## src/rtl/apb_master_fsm_if.sv

```systemverilog
// apb_master_fsm_if: upstream command/response handshake plus APB bus signals
interface apb_master_fsm_if #(
  parameter int dataWidth = 32,
  parameter int addrWidth = 32
);
  logic                   req_valid;
  logic                   req_ready;
  logic                   req_write;
  logic [addrWidth-1:0]   req_addr;
  logic [dataWidth-1:0]   req_wdata;
  logic [dataWidth/8-1:0] req_wstrb;
  logic [2:0]             req_prot;
  logic                   rsp_valid;
  logic                   rsp_ready;
  logic                   rsp_write;
  logic [dataWidth-1:0]   rsp_rdata;
  logic                   rsp_slverr;
  logic                   psel;
  logic                   penable;
  logic                   pwrite;
  logic [addrWidth-1:0]   paddr;
  logic [2:0]             pprot;
  logic [dataWidth-1:0]   pwdata;
  logic [dataWidth/8-1:0] pstrb;
  logic                   pready;
  logic [dataWidth-1:0]   prdata;
  logic                   pslverr;
  modport master (
    input  req_valid, req_write, req_addr, req_wdata, req_wstrb, req_prot, rsp_ready,
    input  pready, prdata, pslverr,
    output req_ready, rsp_valid, rsp_write, rsp_rdata, rsp_slverr,
    output psel, penable, pwrite, paddr, pprot, pwdata, pstrb
  );
  modport slave (
    output req_valid, req_write, req_addr, req_wdata, req_wstrb, req_prot, rsp_ready,
    output pready, prdata, pslverr,
    input  req_ready, rsp_valid, rsp_write, rsp_rdata, rsp_slverr,
    input  psel, penable, pwrite, paddr, pprot, pwdata, pstrb
  );
endinterface

```

## src/rtl/apb_master_fsm.sv

```systemverilog
// apb_master_fsm: single-outstanding command-to-APB bridge with ACCESS wait timeout
module apb_master_fsm #(
  parameter int dataWidth     = 32,
  parameter int addrWidth     = 32,
  parameter int timeoutCycles = 16
) (
  input logic pclk,
  input logic preset,
  apb_master_fsm_if.master bus
);
  localparam int sw = dataWidth / 8;
  localparam int cw = timeoutCycles > 0 ? $clog2(timeoutCycles + 1) : 1;
  typedef enum logic [1:0] {IDLE, SETUP, ACCESS, RESP} state_t;
  state_t               state_q, state_d;
  logic [cw-1:0]        cnt_q, cnt_d;
  logic                 pwrite_q, pwrite_d;
  logic [addrWidth-1:0] paddr_q, paddr_d;
  logic [2:0]           pprot_q, pprot_d;
  logic [dataWidth-1:0] pwdata_q, pwdata_d;
  logic [sw-1:0]        pstrb_q, pstrb_d;
  logic                 rsp_write_q, rsp_write_d;
  logic [dataWidth-1:0] rsp_rdata_q, rsp_rdata_d;
  logic                 rsp_slverr_q, rsp_slverr_d;
  logic                 timeout;
  always_ff @(posedge pclk or posedge preset) begin
    if (preset) begin
      state_q      <= IDLE;
      cnt_q        <= '0;
      pwrite_q     <= 1'b0;
      paddr_q      <= '0;
      pprot_q      <= '0;
      pwdata_q     <= '0;
      pstrb_q      <= '0;
      rsp_write_q  <= 1'b0;
      rsp_rdata_q  <= '0;
      rsp_slverr_q <= 1'b0;
    end else begin
      state_q      <= state_d;
      cnt_q        <= cnt_d;
      pwrite_q     <= pwrite_d;
      paddr_q      <= paddr_d;
      pprot_q      <= pprot_d;
      pwdata_q     <= pwdata_d;
      pstrb_q      <= pstrb_d;
      rsp_write_q  <= rsp_write_d;
      rsp_rdata_q  <= rsp_rdata_d;
      rsp_slverr_q <= rsp_slverr_d;
    end
  end
  // a pready in the final allowed wait cycle still completes normally
  assign timeout = (timeoutCycles != 0) && (cnt_q == cw'(timeoutCycles)) && !bus.pready;
  always_comb begin
    state_d      = state_q;
    cnt_d        = cnt_q;
    pwrite_d     = pwrite_q;
    paddr_d      = paddr_q;
    pprot_d      = pprot_q;
    pwdata_d     = pwdata_q;
    pstrb_d      = pstrb_q;
    rsp_write_d  = rsp_write_q;
    rsp_rdata_d  = rsp_rdata_q;
    rsp_slverr_d = rsp_slverr_q;
    case (state_q)
      IDLE: if (bus.req_valid) begin
        state_d  = SETUP;
        pwrite_d = bus.req_write;
        paddr_d  = bus.req_addr;
        pprot_d  = bus.req_prot;
        pwdata_d = bus.req_wdata;
        pstrb_d  = bus.req_write ? bus.req_wstrb : '0;
      end
      SETUP: begin
        state_d = ACCESS;
        cnt_d   = '0;
      end
      ACCESS: if (bus.pready || timeout) begin
        state_d      = RESP;
        rsp_write_d  = pwrite_q;
        rsp_slverr_d = bus.pready ? bus.pslverr : 1'b1;
        rsp_rdata_d  = (bus.pready && !pwrite_q) ? bus.prdata : '0;
      end else begin
        cnt_d = cnt_q + 1'b1;
      end
      RESP: if (bus.rsp_ready) state_d = IDLE;
      default: state_d = IDLE;
    endcase
  end
  assign bus.req_ready  = state_q == IDLE;
  assign bus.psel       = state_q == SETUP || state_q == ACCESS;
  assign bus.penable    = state_q == ACCESS;
  assign bus.rsp_valid  = state_q == RESP;
  assign bus.pwrite     = pwrite_q;
  assign bus.paddr      = paddr_q;
  assign bus.pprot      = pprot_q;
  assign bus.pwdata     = pwdata_q;
  assign bus.pstrb      = pstrb_q;
  assign bus.rsp_write  = rsp_write_q;
  assign bus.rsp_rdata  = rsp_rdata_q;
  assign bus.rsp_slverr = rsp_slverr_q;
endmodule

```

## src/flat_wrapper.sv

```systemverilog
// flat-port wrapper written by rule: the top's interface ports become plain ports
module apb_master_fsm_flat 
#(
  parameter int dataWidth     = 32,
  parameter int addrWidth     = 32,
  parameter int timeoutCycles = 16
)
  (pclk, preset, bus_req_valid, bus_req_write, bus_req_addr, bus_req_wdata, bus_req_wstrb, bus_req_prot, bus_rsp_ready, bus_pready, bus_prdata, bus_pslverr, bus_req_ready, bus_rsp_valid, bus_rsp_write, bus_rsp_rdata, bus_rsp_slverr, bus_psel, bus_penable, bus_pwrite, bus_paddr, bus_pprot, bus_pwdata, bus_pstrb);
  apb_master_fsm_if #(.dataWidth(dataWidth), .addrWidth(addrWidth)) bus_i ();
  input logic pclk;
  input logic preset;
  input wire logic [$bits(bus_i.req_valid)-1:0] bus_req_valid;
  input wire logic [$bits(bus_i.req_write)-1:0] bus_req_write;
  input wire logic [$bits(bus_i.req_addr)-1:0] bus_req_addr;
  input wire logic [$bits(bus_i.req_wdata)-1:0] bus_req_wdata;
  input wire logic [$bits(bus_i.req_wstrb)-1:0] bus_req_wstrb;
  input wire logic [$bits(bus_i.req_prot)-1:0] bus_req_prot;
  input wire logic [$bits(bus_i.rsp_ready)-1:0] bus_rsp_ready;
  input wire logic [$bits(bus_i.pready)-1:0] bus_pready;
  input wire logic [$bits(bus_i.prdata)-1:0] bus_prdata;
  input wire logic [$bits(bus_i.pslverr)-1:0] bus_pslverr;
  output wire logic [$bits(bus_i.req_ready)-1:0] bus_req_ready;
  output wire logic [$bits(bus_i.rsp_valid)-1:0] bus_rsp_valid;
  output wire logic [$bits(bus_i.rsp_write)-1:0] bus_rsp_write;
  output wire logic [$bits(bus_i.rsp_rdata)-1:0] bus_rsp_rdata;
  output wire logic [$bits(bus_i.rsp_slverr)-1:0] bus_rsp_slverr;
  output wire logic [$bits(bus_i.psel)-1:0] bus_psel;
  output wire logic [$bits(bus_i.penable)-1:0] bus_penable;
  output wire logic [$bits(bus_i.pwrite)-1:0] bus_pwrite;
  output wire logic [$bits(bus_i.paddr)-1:0] bus_paddr;
  output wire logic [$bits(bus_i.pprot)-1:0] bus_pprot;
  output wire logic [$bits(bus_i.pwdata)-1:0] bus_pwdata;
  output wire logic [$bits(bus_i.pstrb)-1:0] bus_pstrb;
  assign bus_i.req_valid = bus_req_valid;
  assign bus_i.req_write = bus_req_write;
  assign bus_i.req_addr = bus_req_addr;
  assign bus_i.req_wdata = bus_req_wdata;
  assign bus_i.req_wstrb = bus_req_wstrb;
  assign bus_i.req_prot = bus_req_prot;
  assign bus_i.rsp_ready = bus_rsp_ready;
  assign bus_i.pready = bus_pready;
  assign bus_i.prdata = bus_prdata;
  assign bus_i.pslverr = bus_pslverr;
  assign bus_req_ready = bus_i.req_ready;
  assign bus_rsp_valid = bus_i.rsp_valid;
  assign bus_rsp_write = bus_i.rsp_write;
  assign bus_rsp_rdata = bus_i.rsp_rdata;
  assign bus_rsp_slverr = bus_i.rsp_slverr;
  assign bus_psel = bus_i.psel;
  assign bus_penable = bus_i.penable;
  assign bus_pwrite = bus_i.pwrite;
  assign bus_paddr = bus_i.paddr;
  assign bus_pprot = bus_i.pprot;
  assign bus_pwdata = bus_i.pwdata;
  assign bus_pstrb = bus_i.pstrb;
  apb_master_fsm #(.dataWidth(dataWidth), .addrWidth(addrWidth), .timeoutCycles(timeoutCycles)) u_core (.pclk(pclk), .preset(preset), .bus(bus_i));
endmodule
```

## config.mk

```make
export PLATFORM = sky130hd
export DESIGN_NAME = apb_master_fsm_flat
export DESIGN_NICKNAME = d
export VERILOG_FILES = /design/src/rtl/apb_master_fsm_if.sv /design/src/rtl/apb_master_fsm.sv /design/src/flat_wrapper.sv
export SDC_FILE = /design/constraint.sdc
export NUM_CORES = 1
export LEC_CHECK = 0
export CAP_MARGIN = 20
export CORE_ASPECT_RATIO = 1.4
export CORE_MARGIN = 1
export CORE_UTILIZATION = 43
export DETAILED_ROUTE_END_ITERATION = 12
export GPL_ROUTABILITY_DRIVEN = 0
export PLACE_DENSITY = 0.89
export SYNTH_ARGS = -nofsm -noshare
export SYNTH_HDL_FRONTEND = slang
export SYNTH_SLANG_ARGS = --single-unit
```

## constraint.sdc

```tcl
create_clock -name pclk -period 8.8 [get_ports pclk]
set_input_delay 1.76 -clock pclk [delete_from_list [all_inputs] [get_ports pclk]]
set_output_delay 1.76 -clock pclk [all_outputs]
set_load 0.02 [all_outputs]
```

-- Yosys cells after proc, flatten, opt, wreduce, memory -nomap -nowiden
Cells that the tools add are included.
- bits in registers: 113
- logic and storage cells: 40
- bits of input ports: 110
- output and inout bits: 110
- equal/unequal tests: 8
- reduce and logical (&&, ||, !) cells: 12
- $add $sub $neg: 1
- muxes and demuxes: 9
- operators with widths (kind ; number):
    $mux W32 ; 1
    $pmux W5 S2 ; 1
    $pmux W2 S4 ; 1
    $mux W2 ; 3
    $ne A2 B2 Y1 const B ; 3
    $reduce_and A2 Y1 ; 3
    $add A5 B1 Y5 const B ; 1
    $eq A5 B5 Y1 const B ; 1
    $mux W5 ; 1
    $eq A2 B2 Y1 const B ; 2
    $mux W4 ; 1
    $reduce_and A3 Y1 ; 1
    $eq A2 B1 Y1 const B ; 1
    $logic_and A1 B1 Y1 ; 2
    $logic_not A1 Y1 ; 2
    $logic_not A2 Y1 ; 1
    $logic_or A1 B1 Y1 ; 2
    $ne A2 B1 Y1 const B ; 1
    $reduce_bool A2 Y1 ; 1
    $mux W1 ; 1

-- Longest topological paths before layout
- word-level depth: 5
- mapped depth: 7
- mapped depth without buffers: 6

-- Least setup slack after synthesis
OpenSTA, ideal clock, no wires.
- path type: input to register
- start point: in bus_req_valid
- end point: reg u_core.pwdata_q[14], in the netlist u_core.bus.pwdata[14]
- stages on the path: 4
- path slack: 6007 ps
- path buffers: 2
- arrival: 2668 ps
- cells stage by stage: nand2_1 -> buf_2 -> clkbuf_1 -> mux2_2
- word-level cells in the longest chain between the ends: 1
- ends and longest elaborated chain (element ; line ; text):
    start, declared ; flat_wrapper.sv:12 ; input wire logic [$bits(bus_i.req_valid)-1:0] bus_req_valid;
    $reduce_and A2 Y1 (no source line) ; - ;
    end signal, assigned ; apb_master_fsm.sv:43 ; pwdata_q <= pwdata_d;
    end, declared ; apb_master_fsm.sv:19 ; logic [dataWidth-1:0] pwdata_q, pwdata_d;
Every way passes these cells.
A chain may end at the register's enable or synchronous reset.

-- Final worst setup path
- start point: reg u_core.state_q[0]
- end point: out bus_penable
- word-level cells in the longest chain between the ends: 1
- ends and longest elaborated chain (element ; line ; text):
    start, declared ; apb_master_fsm.sv:14 ; state_t state_q, state_d;
    start signal, assigned ; apb_master_fsm.sv:38 ; state_q <= state_d;
    $eq A2 B2 Y1 ; apb_master_fsm.sv:90 ; assign bus.penable = state_q == ACCESS;
    end, declared ; flat_wrapper.sv:28 ; output wire logic [$bits(bus_i.penable)-1:0] bus_penable;
Every way passes these cells.

==> impl_metrics.xml <==
<?xml version="1.0" encoding="UTF-8"?>
<metrics>
  <group name="sta">
    <metric name="final_period_minus_worst_setup_slack" unit="ns">3.72</metric>
    <metric name="final_worst_path_period_share" unit="%">42.3</metric>
    <metric name="fin_tns_setup" unit="ns">0</metric>
    <metric name="timing_worst_slew_pin_value" unit="ns">0.891</metric>
    <metric name="fmaxAchievable" unit="MHz">269</metric>
    <metric name="finalHoldViolations" unit="">0</metric>
    <metric name="fin_worst_hold_slack" unit="ns">0.488</metric>
    <metric name="rsz_0062_raised_after_global_routing" unit="">no</metric>
    <metric name="setup_viol" unit="">0</metric>
    <metric name="finClkSkew" unit="ns">0.00756</metric>
    <metric name="timing.max_slew.rel_slack" unit="%">40.6</metric>
    <metric name="max_slew_violation_total_from_the_final_report" unit="">0</metric>
  </group>
  <group name="min_path">
    <metric name="whs_path_depth" unit="">2</metric>
    <metric name="hold_path_class" unit="">flip-flop to flip-flop</metric>
    <metric name="holdCritStartpoint" unit="">u_core.bus.pstrb[0]</metric>
    <metric name="min_delay_worst_endpoint" unit="">u_core.bus.pstrb[0]</metric>
  </group>
  <group name="worst_setup_path">
    <metric name="worst_path_largest_cell_delay" unit="ns">0.67</metric>
    <metric name="critical-path-slowest-cell" unit="">sky130_fd_sc_hd__clkdlybuf4s50_1</metric>
    <metric name="critical_path.cell_chain" unit="">inv_1 &gt; ha_1 &gt; clkdlybuf4s50_1</metric>
    <metric name="timing_worst_setup_path_type" unit="">flip-flop to output port</metric>
    <metric name="endpoint_class_of_the_critical_path" unit="">output port</metric>
    <metric name="worstPathMaxFanout" unit="">7</metric>
    <metric name="regToRegStartpoint" unit="">u_core.state_q[0]</metric>
    <metric name="ff2ff_setup_slack" unit="ns">6.68</metric>
    <metric name="critical_path_arrival" unit="ns">1.96</metric>
    <metric name="logic_depth_of_the_worst_register_to_register_path" unit="">5</metric>
    <metric name="crit-reg2reg-capture" unit="">u_core.bus.pwdata[28]</metric>
    <metric name="worstSetupStartpoint" unit="">u_core.state_q[0]</metric>
    <metric name="cp_data_required_time" unit="ns">7.04</metric>
    <metric name="cp-start-kind" unit="">flip-flop</metric>
  </group>
  <group name="synth">
    <metric name="synth_flop_cell" unit="">sky130_fd_sc_hd__dfrtp_1</metric>
    <metric name="ys_top_cells_by_count" unit="">sky130_fd_sc_hd__dfrtp_1 (113), sky130_fd_sc_hd__mux2_2 (69), sky130_fd_sc_hd__a22o_1 (32), sky130_fd_sc_hd__nand2_1 (17), sky130_fd_sc_hd__inv_1 (9)</metric>
    <metric name="syn_inst" unit="">289</metric>
    <metric name="synthesis.area" unit="um2">4340</metric>
    <metric name="synthArstFlopShare" unit="%">100</metric>
    <metric name="synth.mux.area_fraction" unit="%">18.9</metric>
    <metric name="synth_fa_ha_area_share" unit="%">2.02</metric>
    <metric name="synth-compound-area-share" unit="%">8.09</metric>
    <metric name="dominant_combinational_cell_family_by_area_after_synthesis" unit="">multiplexers</metric>
    <metric name="netlist-cell-type-count" unit="">24</metric>
    <metric name="synth-simple-area-share" unit="%">3.25</metric>
    <metric name="post-synth-top-count-cell" unit="">sky130_fd_sc_hd__dfrtp_1</metric>
    <metric name="yosys.area.top_type_share" unit="%">65.1</metric>
    <metric name="mappedNetlistNets" unit="">406</metric>
    <metric name="ys_warn_count" unit="">0</metric>
    <metric name="synthXorXnorAreaFrac" unit="%">0.403</metric>
    <metric name="yosysTopAreaCell" unit="">sky130_fd_sc_hd__dfrtp_1</metric>
    <metric name="synth_enable_flop_cells" unit="">0</metric>
    <metric name="synthTopCellsByArea" unit="">sky130_fd_sc_hd__dfrtp_1 (65%), sky130_fd_sc_hd__mux2_2 (18%), sky130_fd_sc_hd__a22o_1 (6.5%)</metric>
    <metric name="seq_area_frac_synth" unit="%">65.1</metric>
    <metric name="synth_seq_cells" unit="">113</metric>
    <metric name="syn-mean-instance-area" unit="um2">15.0</metric>
  </group>
  <group name="cts">
    <metric name="clk_root_buffer_cell" unit="">sky130_fd_sc_hd__clkbuf_16</metric>
    <metric name="tritoncts_num_sinks" unit="">113</metric>
    <metric name="cts.repair.resized" unit="">0</metric>
    <metric name="tritoncts_clock_tree" unit="">yes</metric>
    <metric name="cts.htree.levels" unit="">4</metric>
    <metric name="clock_insertion_delay_worst_skew" unit="ns">0.40</metric>
    <metric name="cts_buffers" unit="">17</metric>
    <metric name="postCtsSetupRepairBufs" unit="">0</metric>
    <metric name="cts.hold.buffers_added" unit="">0</metric>
    <metric name="ctsLongestPathBuffers" unit="">2</metric>
    <metric name="worst_setup_hold_path_clk_slew" unit="ns">0.05</metric>
  </group>
  <group name="route">
    <metric name="first_pass_iters" unit="">4</metric>
    <metric name="route.vias.total" unit="">3232</metric>
    <metric name="post_dr_vias_cell" unit="">4.86</metric>
    <metric name="post_drt_wl_per_cell" unit="um">17.1</metric>
    <metric name="route.antenna.remaining_nets" unit="">0</metric>
    <metric name="route.detailed.drc" unit="">0</metric>
    <metric name="first_iter_violations" unit="">136</metric>
    <metric name="routed_wirelength" unit="um">11400</metric>
  </group>
  <group name="power_and_ir_drop">
    <metric name="power.density" unit="nW/um2">392</metric>
    <metric name="worst_vdd_drop" unit="mV">0.243</metric>
    <metric name="post-layout-total-power" unit="uW">2860</metric>
    <metric name="power.static_leakage" unit="uW">0.00313</metric>
  </group>
  <group name="cells_and_area">
    <metric name="layout.filler_cells" unit="">642</metric>
    <metric name="fraction_of_layout_cells_with_a_size_suffix_above_1" unit="%">21.3</metric>
    <metric name="final_area" unit="um2">7290</metric>
    <metric name="antenna_cells" unit="">0</metric>
    <metric name="nets" unit="">634</metric>
    <metric name="multi_input_area" unit="um2">1430</metric>
    <metric name="syn2layout_area_growth" unit="%">67.8</metric>
    <metric name="sequential_cell_area" unit="um2">2830</metric>
  </group>
  <group name="floorplan">
    <metric name="design.core.area" unit="um2">9850</metric>
    <metric name="die-area" unit="um2">10500</metric>
    <metric name="pin_count" unit="">220</metric>
    <metric name="chip_height" unit="um">121</metric>
    <metric name="start_util" unit="%">44.1</metric>
    <metric name="die_width" unit="um">87.0</metric>
    <metric name="row_count" unit="">43</metric>
  </group>
  <group name="global_routing">
    <metric name="groute.usage.overall" unit="%">22.4</metric>
    <metric name="grt_pass1_wl" unit="um">17400</metric>
    <metric name="grt_start_max_net_pins" unit="">77</metric>
    <metric name="grt_remaining_overflow" unit="">0</metric>
    <metric name="antenna_found_initial" unit="">0</metric>
    <metric name="first_global_vias" unit="">3518</metric>
  </group>
  <group name="flow_run">
    <metric name="cap_viol_max_count" unit="">0</metric>
  </group>
  <group name="place">
    <metric name="place_hpwl" unit="um">8240</metric>
    <metric name="place.port_buffers" unit="">219</metric>
    <metric name="place_area" unit="um2">6680</metric>
  </group>
  <group name="outcome">
    <metric name="status" unit="">finished clean</metric>
  </group>
</metrics>
-- final cells by class --
class                   instances  area share, %
clock buffers                  20           6.40
clock inverters                12           1.82
repair buffers                223           30.6
well taps                     135           2.32
inverters                       9          0.498
flip-flops and latches        113           38.8
multi-input cells             153           19.5
-- report_power, final --
part,internal (uW),switching (uW),leakage (uW)
registers,760,138,0.00139
clock network,439,236,0.000277
logic,685,600,0.00147
-- kinds of logic after synthesis --
| family | count (synthesis) |
|---|---|
| compound gates | 44 |
| xor+xnor | 2 |
| flops | 113 |
| mux | 73 |
| fa+ha+maj | 7 |
| buf+inv | 23 |
| simple gates | 27 |
-- cells in the final DEF, fill, tap and decap left out, types with 2 or more instances in the layout --
master / count
sky130_fd_sc_hd__clkdlybuf4s50_1: 219
sky130_fd_sc_hd__dfrtp_1: 113
sky130_fd_sc_hd__mux2_2: 69
sky130_fd_sc_hd__a22o_1: 32
sky130_fd_sc_hd__clkbuf_16: 17
sky130_fd_sc_hd__nand2_1: 16
sky130_fd_sc_hd__inv_1: 8
sky130_fd_sc_hd__o21ai_0: 7
sky130_fd_sc_hd__ha_1: 7
sky130_fd_sc_hd__clkinvlp_4: 6
sky130_fd_sc_hd__mux2i_1: 3
sky130_fd_sc_hd__clkbuf_8: 3
sky130_fd_sc_hd__nor2_2: 2
sky130_fd_sc_hd__nand2b_1: 2
sky130_fd_sc_hd__nand3_1: 2
sky130_fd_sc_hd__xnor2_1: 2
sky130_fd_sc_hd__bufinv_16: 2
sky130_fd_sc_hd__clkinv_2: 2
sky130_fd_sc_hd__buf_4: 2
-- critical path, delay by kind of cell, from the launching register on --
| kind | cells | cell delay (ns) |
|---|---|---|
| flops | 1 | 0.41 |
| fa+ha+maj | 1 | 0.35 |
| buf+inv | 2 | 0.80 |
-- routing by layer --
metal | vias up | GRT usage [%] | wire length, um
met3 | 15 | 8.16 | 869
met2 | 151 | 39.3 | 6130
met1 | 1583 | 24.1 | 4190
li1 | 1483 | - | -
met4 | 0 | 9.06 | 183
met5 | - | 0 | 0
-- sequential cells by signal (all words and copies together) (netlist names), 2 cells and up --
signal                cells
u_core.cnt_q              5
u_core.bus.pwdata        32
u_core.bus.pprot          3
u_core.bus.pstrb          4
u_core.state_q            2
u_core.bus.rsp_rdata     32
u_core.bus.paddr         32
-- worst max path at each step --
stage,slack (ns),end,cells past startpoint
floorplan,4.05,u_core.bus.paddr[0],1
global placement,4.98,u_core.bus.rsp_write,3
detailed placement,5.02,u_core.bus.rsp_rdata[8],4
CTS,5.05,bus_penable,3
global route,5.01,bus_penable,3
finish,5.08,bus_penable,3
-- through the flow --
stage	util, %	worst slack [ns]	std cells
2_1_floorplan	-	4.05	289
4_1_cts	73.9	5.05	664
6_report	74.1	5.08	665
3_3_place_gp	67.7	4.98	631
5_1_grt	74.1	5.01	665
3_5_place_dp	67.8	5.02	632
(Power assumes the default switching activity.)
